## src/rtl/mc6809_eq_gen_if.sv

```systemverilog
// E/Q generator bus bundle: clock-enable and ready inputs, phase/strobe outputs.
// The master side drives CLKEN/MRDY/CYC_CLR; the generator is the slave.
interface mc6809_eq_gen_if #(
  parameter int CNT_W = 16
);
  logic             CLKEN;
  logic             MRDY;
  logic             CYC_CLR;
  logic             E;
  logic             Q;
  logic             riseE;
  logic             fallE;
  logic             riseQ;
  logic             fallQ;
  logic             STRETCHING;
  logic             STRETCH_TO;
  logic [CNT_W-1:0] CYCLES;

  modport master (
    output CLKEN, MRDY, CYC_CLR,
    input  E, Q, riseE, fallE, riseQ, fallQ,
    input  STRETCHING, STRETCH_TO, CYCLES
  );

  modport slave (
    input  CLKEN, MRDY, CYC_CLR,
    output E, Q, riseE, fallE, riseQ, fallQ,
    output STRETCHING, STRETCH_TO, CYCLES
  );
endinterface

```

## src/rtl/mc6809_eq_gen.sv

```systemverilog
// 6809 E/Q quadrature generator with quarter divider and MRDY stretching.
// Define MC6809_EQ_CYCLE_COUNTER_EN to build the CYCLES counter.
module mc6809_eq_gen #(
  parameter int QDIV        = 1,
  parameter int STRETCH_MAX = 10,
  parameter int CNT_W       = 16
) (
  input logic           CLK,
  input logic           RESET,
  mc6809_eq_gen_if.slave bus
);
  localparam int DW = (QDIV > 1) ? $clog2(QDIV) : 1;
  localparam int SW = (STRETCH_MAX > 0) ? $clog2(STRETCH_MAX + 1) : 1;
  localparam logic [DW-1:0] DIV_LAST = DW'(QDIV - 1);
  localparam logic [SW-1:0] S_MAX    = SW'(STRETCH_MAX);
  localparam logic          CAN_STR  = (STRETCH_MAX > 0);

  typedef enum logic [1:0] {
    PH_FALLE,
    PH_RISEQ,
    PH_RISEE,
    PH_FALLQ
  } phase_t;

  phase_t        phase, phaseNx;
  logic [DW-1:0] divCnt, divNx;
  logic [SW-1:0] sCnt, sCntNx;
  logic          eReg, eNx;
  logic          qReg, qNx;
  logic          fallEReg, fallENx;
  logic          riseQReg, riseQNx;
  logic          riseEReg, riseENx;
  logic          fallQReg, fallQNx;
  logic          strReg, strNx;
  logic          toReg, toNx;
  logic          tick;
  logic          hold;

  assign tick = bus.CLKEN && (divCnt == DIV_LAST);
  assign hold = !bus.MRDY && (sCnt < S_MAX);

  always_comb begin
    phaseNx = phase;
    divNx   = divCnt;
    sCntNx  = sCnt;
    eNx     = eReg;
    qNx     = qReg;
    fallENx = 1'b0;
    riseQNx = 1'b0;
    riseENx = 1'b0;
    fallQNx = 1'b0;
    strNx   = strReg;
    toNx    = 1'b0;
    if (bus.CLKEN)
      divNx = tick ? '0 : divCnt + 1'b1;
    if (tick) begin
      unique case (1'b1)
        (phase == PH_FALLE): begin
          // MRDY low holds E high for one more quarter
          if (hold) begin
            sCntNx = sCnt + 1'b1;
            strNx  = 1'b1;
          end else begin
            eNx     = 1'b0;
            fallENx = 1'b1;
            phaseNx = PH_RISEQ;
            sCntNx  = '0;
            strNx   = 1'b0;
            toNx    = !bus.MRDY && CAN_STR;
          end
        end
        (phase == PH_RISEQ): begin
          qNx     = 1'b1;
          riseQNx = 1'b1;
          phaseNx = PH_RISEE;
        end
        (phase == PH_RISEE): begin
          eNx     = 1'b1;
          riseENx = 1'b1;
          phaseNx = PH_FALLQ;
        end
        default: begin
          qNx     = 1'b0;
          fallQNx = 1'b1;
          phaseNx = PH_FALLE;
        end
      endcase
    end
  end

  always_ff @(posedge CLK) begin
    if (RESET) begin
      phase    <= PH_FALLE;
      divCnt   <= '0;
      sCnt     <= '0;
      eReg     <= 1'b1;
      qReg     <= 1'b0;
      fallEReg <= 1'b0;
      riseQReg <= 1'b0;
      riseEReg <= 1'b0;
      fallQReg <= 1'b0;
      strReg   <= 1'b0;
      toReg    <= 1'b0;
    end else begin
      phase    <= phaseNx;
      divCnt   <= divNx;
      sCnt     <= sCntNx;
      eReg     <= eNx;
      qReg     <= qNx;
      fallEReg <= fallENx;
      riseQReg <= riseQNx;
      riseEReg <= riseENx;
      fallQReg <= fallQNx;
      strReg   <= strNx;
      toReg    <= toNx;
    end
  end

  assign bus.E          = eReg;
  assign bus.Q          = qReg;
  assign bus.fallE      = fallEReg;
  assign bus.riseQ      = riseQReg;
  assign bus.riseE      = riseEReg;
  assign bus.fallQ      = fallQReg;
  assign bus.STRETCHING = strReg;
  assign bus.STRETCH_TO = toReg;

`ifdef MC6809_EQ_CYCLE_COUNTER_EN
  logic [CNT_W-1:0] cycCnt;

  always_ff @(posedge CLK) begin
    if (RESET || bus.CYC_CLR)
      cycCnt <= '0;
    else if (fallENx)
      cycCnt <= cycCnt + CNT_W'(1);
  end

  assign bus.CYCLES = cycCnt;
`else
  logic unusedCycClr;

  assign unusedCycClr = bus.CYC_CLR;
  assign bus.CYCLES   = '0;
`endif
endmodule

```

## src/flat_wrapper.sv

```systemverilog
// flat-port wrapper written by rule: the top's interface ports become plain ports
module mc6809_eq_gen_flat 
#(
  parameter int QDIV        = 1,
  parameter int STRETCH_MAX = 10,
  parameter int CNT_W       = 16
)
  (CLK, RESET, bus_CLKEN, bus_MRDY, bus_CYC_CLR, bus_E, bus_Q, bus_riseE, bus_fallE, bus_riseQ, bus_fallQ, bus_STRETCHING, bus_STRETCH_TO, bus_CYCLES);
  mc6809_eq_gen_if #(.CNT_W(CNT_W)) bus_i ();
  input logic CLK;
  input logic RESET;
  input wire logic [$bits(bus_i.CLKEN)-1:0] bus_CLKEN;
  input wire logic [$bits(bus_i.MRDY)-1:0] bus_MRDY;
  input wire logic [$bits(bus_i.CYC_CLR)-1:0] bus_CYC_CLR;
  output wire logic [$bits(bus_i.E)-1:0] bus_E;
  output wire logic [$bits(bus_i.Q)-1:0] bus_Q;
  output wire logic [$bits(bus_i.riseE)-1:0] bus_riseE;
  output wire logic [$bits(bus_i.fallE)-1:0] bus_fallE;
  output wire logic [$bits(bus_i.riseQ)-1:0] bus_riseQ;
  output wire logic [$bits(bus_i.fallQ)-1:0] bus_fallQ;
  output wire logic [$bits(bus_i.STRETCHING)-1:0] bus_STRETCHING;
  output wire logic [$bits(bus_i.STRETCH_TO)-1:0] bus_STRETCH_TO;
  output wire logic [$bits(bus_i.CYCLES)-1:0] bus_CYCLES;
  assign bus_i.CLKEN = bus_CLKEN;
  assign bus_i.MRDY = bus_MRDY;
  assign bus_i.CYC_CLR = bus_CYC_CLR;
  assign bus_E = bus_i.E;
  assign bus_Q = bus_i.Q;
  assign bus_riseE = bus_i.riseE;
  assign bus_fallE = bus_i.fallE;
  assign bus_riseQ = bus_i.riseQ;
  assign bus_fallQ = bus_i.fallQ;
  assign bus_STRETCHING = bus_i.STRETCHING;
  assign bus_STRETCH_TO = bus_i.STRETCH_TO;
  assign bus_CYCLES = bus_i.CYCLES;
  mc6809_eq_gen #(.QDIV(QDIV), .STRETCH_MAX(STRETCH_MAX), .CNT_W(CNT_W)) u_core (.CLK(CLK), .RESET(RESET), .bus(bus_i));
endmodule
```

## config.mk

```make
export PLATFORM = sky130hd
export DESIGN_NAME = mc6809_eq_gen_flat
export DESIGN_NICKNAME = d
export VERILOG_FILES = /design/src/rtl/mc6809_eq_gen_if.sv /design/src/rtl/mc6809_eq_gen.sv /design/src/flat_wrapper.sv
export SDC_FILE = /design/constraint.sdc
export NUM_CORES = 1
export LEC_CHECK = 0
export CORE_MARGIN = 3
export CORE_UTILIZATION = 35
export DETAILED_ROUTE_END_ITERATION = 6
export PLACE_DENSITY = 0.77
export SLEW_MARGIN = 20
export SYNTH_ARGS = -nofsm -noshare
export SYNTH_HDL_FRONTEND = slang
export SYNTH_SLANG_ARGS = --single-unit
```

## constraint.sdc

```tcl
create_clock -name CLK -period 2.4 [get_ports CLK]
set_clock_uncertainty 0.1 [all_clocks]
set_input_delay 0.6 -clock CLK [delete_from_list [all_inputs] [get_ports CLK]]
set_output_delay 0.6 -clock CLK [all_outputs]
set_load 0.005 [all_outputs]
```

==> metrics.txt <==
most frequent cells in the layout=16 x conb_1, 15 x dfxtp_1, 11 x clkdlybuf4s50_1, 5 x ha_1; Port Buf Inserts=11; clock sink count=15; largest family of logic cells by synthesized area=simple AND/OR/NAND/NOR gates; Final Cycle Share=76.83%; post-CTS sizing=0; multiplexer share of the synthesized area=2.572%; Routed Wire Length=1232 um; Pwr Density=556.0 nW/um^2; initial antenna violation count=0; Setup crit end kind=output port; Max Fanout on Critical Path=3; Die W=53.16 um; gpl congestion=0.8215; CTS H-Tree Depth=1; net switching power figure=0.0001262 W; RSZ-0062 raised after global routing=false; register area share after synthesis=38.59%; outcome=finished, final reports clean; drc violations=0; worst endpoint required time=1700 ps; count of cell types in the netlist=30; CTS tree=yes; grt total ovfl=0; TNS Setup=0 ps; biggest cell delay along the critical path=510 ps; # rows=16; share of cells above drive strength 1=7.527%; final setup fails=0; Mapped Cells=80; Starting Density=38.11%; Post-Syn Area=778.2 um^2; Synth Area in Adders=8.039%; Layout area overhead=13.67%; Slew Viols, Final=0; layout filler cell count=199; Post-Synth XOR/XNOR Area=0%; startpoint type of the worst setup path=register; crit-path leading delay family=buffers and inverters; CP Cell Sequence=clkdlybuf4s50_1; Worst Path Buf+Inv=1; Boundary Pins=29; syn_area_per_cell=9.728 um^2; Worst EP arrival=1140 ps; Die Y=53.16 um; hold_buf cts=0; Clock power frac=28.3%; switch share=25.66%; vias in the first global route=503; Total Routing Usage GR=10.99%; die area=2825 um^2; clk root buf=clkbuf_4; first-pass GRT wire length=2221 um; clock transition at the registers of the reported paths=80 ps; synth warn=0; critical path type=register to output port; clk buf depth=2; Final nets=104; Crit-path slowest cell=clkdlybuf4s50_1; Worst R2R Setup Slack=810 ps; Peak VDD IR=0.3445 mV; MaxCap Viol Count=0; Final Hold Fails=0; cell-internal power=0.0003657 W; Comb pwr share=16.7%; Fin Hold WS=365.8 ps; simple-gate share of the synthesized area=21.54%; Via density=4.608; sequential power share=55.0%; placed wire-length estimate=958.6 um; cts bufs inserted=3; Area contributors post-synth=dfxtp_1 39%, buf_4 15%, ha_1 8.0%; most common cell after layout, fill and taps aside=conb_1; DR vias=553; Lkg Pwr=0.3570 nW; Detail Route Antenna Nets=0; Synth area leader=dfxtp_1; complex-gate fraction of the synthesized area=10.93%; Core ar.=2042 um^2; Yosys top cell area share=38.59%; fin crit period=1844 ps; post-CTS setup buffers=0; Worst-Skew Late Latency=280 ps; post-synthesis register bit count=15; fmax=542.3 MHz; Pre-Repair DR Iteration Count=4; worst hold path class=register to register; Iter 0 DRT Violations=6; DR WL/cell=10.27 um; largest net degree at the start of global routing=13; n_diodes=0
-- Yosys cell counts --
cell type,number
o311a_1,1
nand3b_1,1
inv_1,3
nor2b_1,2
nor2_1,2
conb_1,1
o21ai_1,1
nand3b_4,1
clkbuf_1,2
nor3_1,2
nand2_1,2
o21a_1,1
nand4_1,2
dfxtp_1,15
nor4_1,1
a41oi_1,1
nand2b_1,3
buf_4,16
o31ai_1,1
o21ai_2,1
ha_1,5
a2111o_1,1
or3_1,1
nand3_1,1
a21oi_1,4
nor4b_2,1
nor3b_1,4
mux2i_1,2
and3b_1,1
a31oi_1,1
-- logic make-up (layout without fill, tap and decap cells) --
logic type / count (synthesis) / count (layout)
DFF: 15 / 15
muxes: 2 / 2
other: 1 / 16
and+or+nand+nor: 24 / 24
adders and majority gates: 5 / 5
AOI/OAI and AO/OA: 12 / 12
buffers and inverters: 21 / 19
-- through the flow --
| step | instance area [um^2] | utilization (%) | setup slack (ps) | instances | total power, W |
|---|---|---|---|---|---|
| finish | 884.6 | 43.32 | 556.1 | 120 | 0.0004919 |
| global route | 884.6 | 43.32 | 409.7 | 120 | 0.0005270 |
| CTS | 884.6 | 43.32 | 538.4 | 120 | 0.0005026 |
| detailed placement | 858.3 | 42.03 | 284.3 | 116 | 0.0003577 |
| global placement | 858.3 | 42.03 | 347.6 | 116 | 0.0003553 |
| floorplan | 834.6 | - | 938.8 | 95 | 0.0003453 |
-- final cells by class --
class	count	area, um^2	area share (%)
multi-input cells	59	395.4	44.70
flip-flops and latches	15	300.3	33.95
repair buffers	12	117.6	13.30
well taps	27	33.78	3.819
clock buffers	4	26.28	2.970
inverters	3	11.26	1.273
-- tightest hold or removal path, cell delays in order, from the launching register on --
cell     delay [ps]
dfxtp_1         320
nand2_1          50
a21oi_1          50
-- power by group through the flow --
| stage | clock, W | combinational [W] | sequential [W] |
|---|---|---|---|
| 6_report | 0.000139 | 0.0000822 | 0.000270 |
| 5_1_grt | 0.000160 | 0.0000943 | 0.000273 |
| 4_1_cts | 0.000150 | 0.0000822 | 0.000270 |
| 3_5_place_dp | 0 | 0.0000817 | 0.000276 |
| 3_3_place_gp | 0 | 0.0000801 | 0.000275 |
| 2_1_floorplan | 0 | 0.0000702 | 0.000275 |
-- final timing paths --
| path | startpoint | endpoint | cells after the start |
|---|---|---|---|
| min reg2reg | u_core.bus.STRETCHING | u_core.bus.STRETCHING | 2 |
| max | u_core.bus.E | bus_E | 1 |
| max reg2reg | u_core.phase[0] | u_core.bus.Q | 5 |
| min | u_core.bus.STRETCHING | u_core.bus.STRETCHING | 2 |
-- metal layers --
metal	vias to the layer above	part of all wire [%]	track usage (%)
met4	0	0.49	3.830
met1	247	45	12.80
met2	27	45	17.36
li1	277	-	-
met3	2	9.8	5.352
met5	-	0	0
-- state kept, by name, indices dropped and copies added (netlist names) --
name                   flops
u_core.bus.Q               1
u_core.bus.fallQ           1
u_core.bus.riseE           1
u_core.bus.STRETCHING      1
u_core.sCnt                4
u_core.bus.riseQ           1
u_core.divCnt              1
u_core.bus.STRETCH_TO      1
u_core.bus.fallE           1
u_core.phase               2
u_core.bus.E               1
Note: power is estimated with default switching activity, not from simulation.
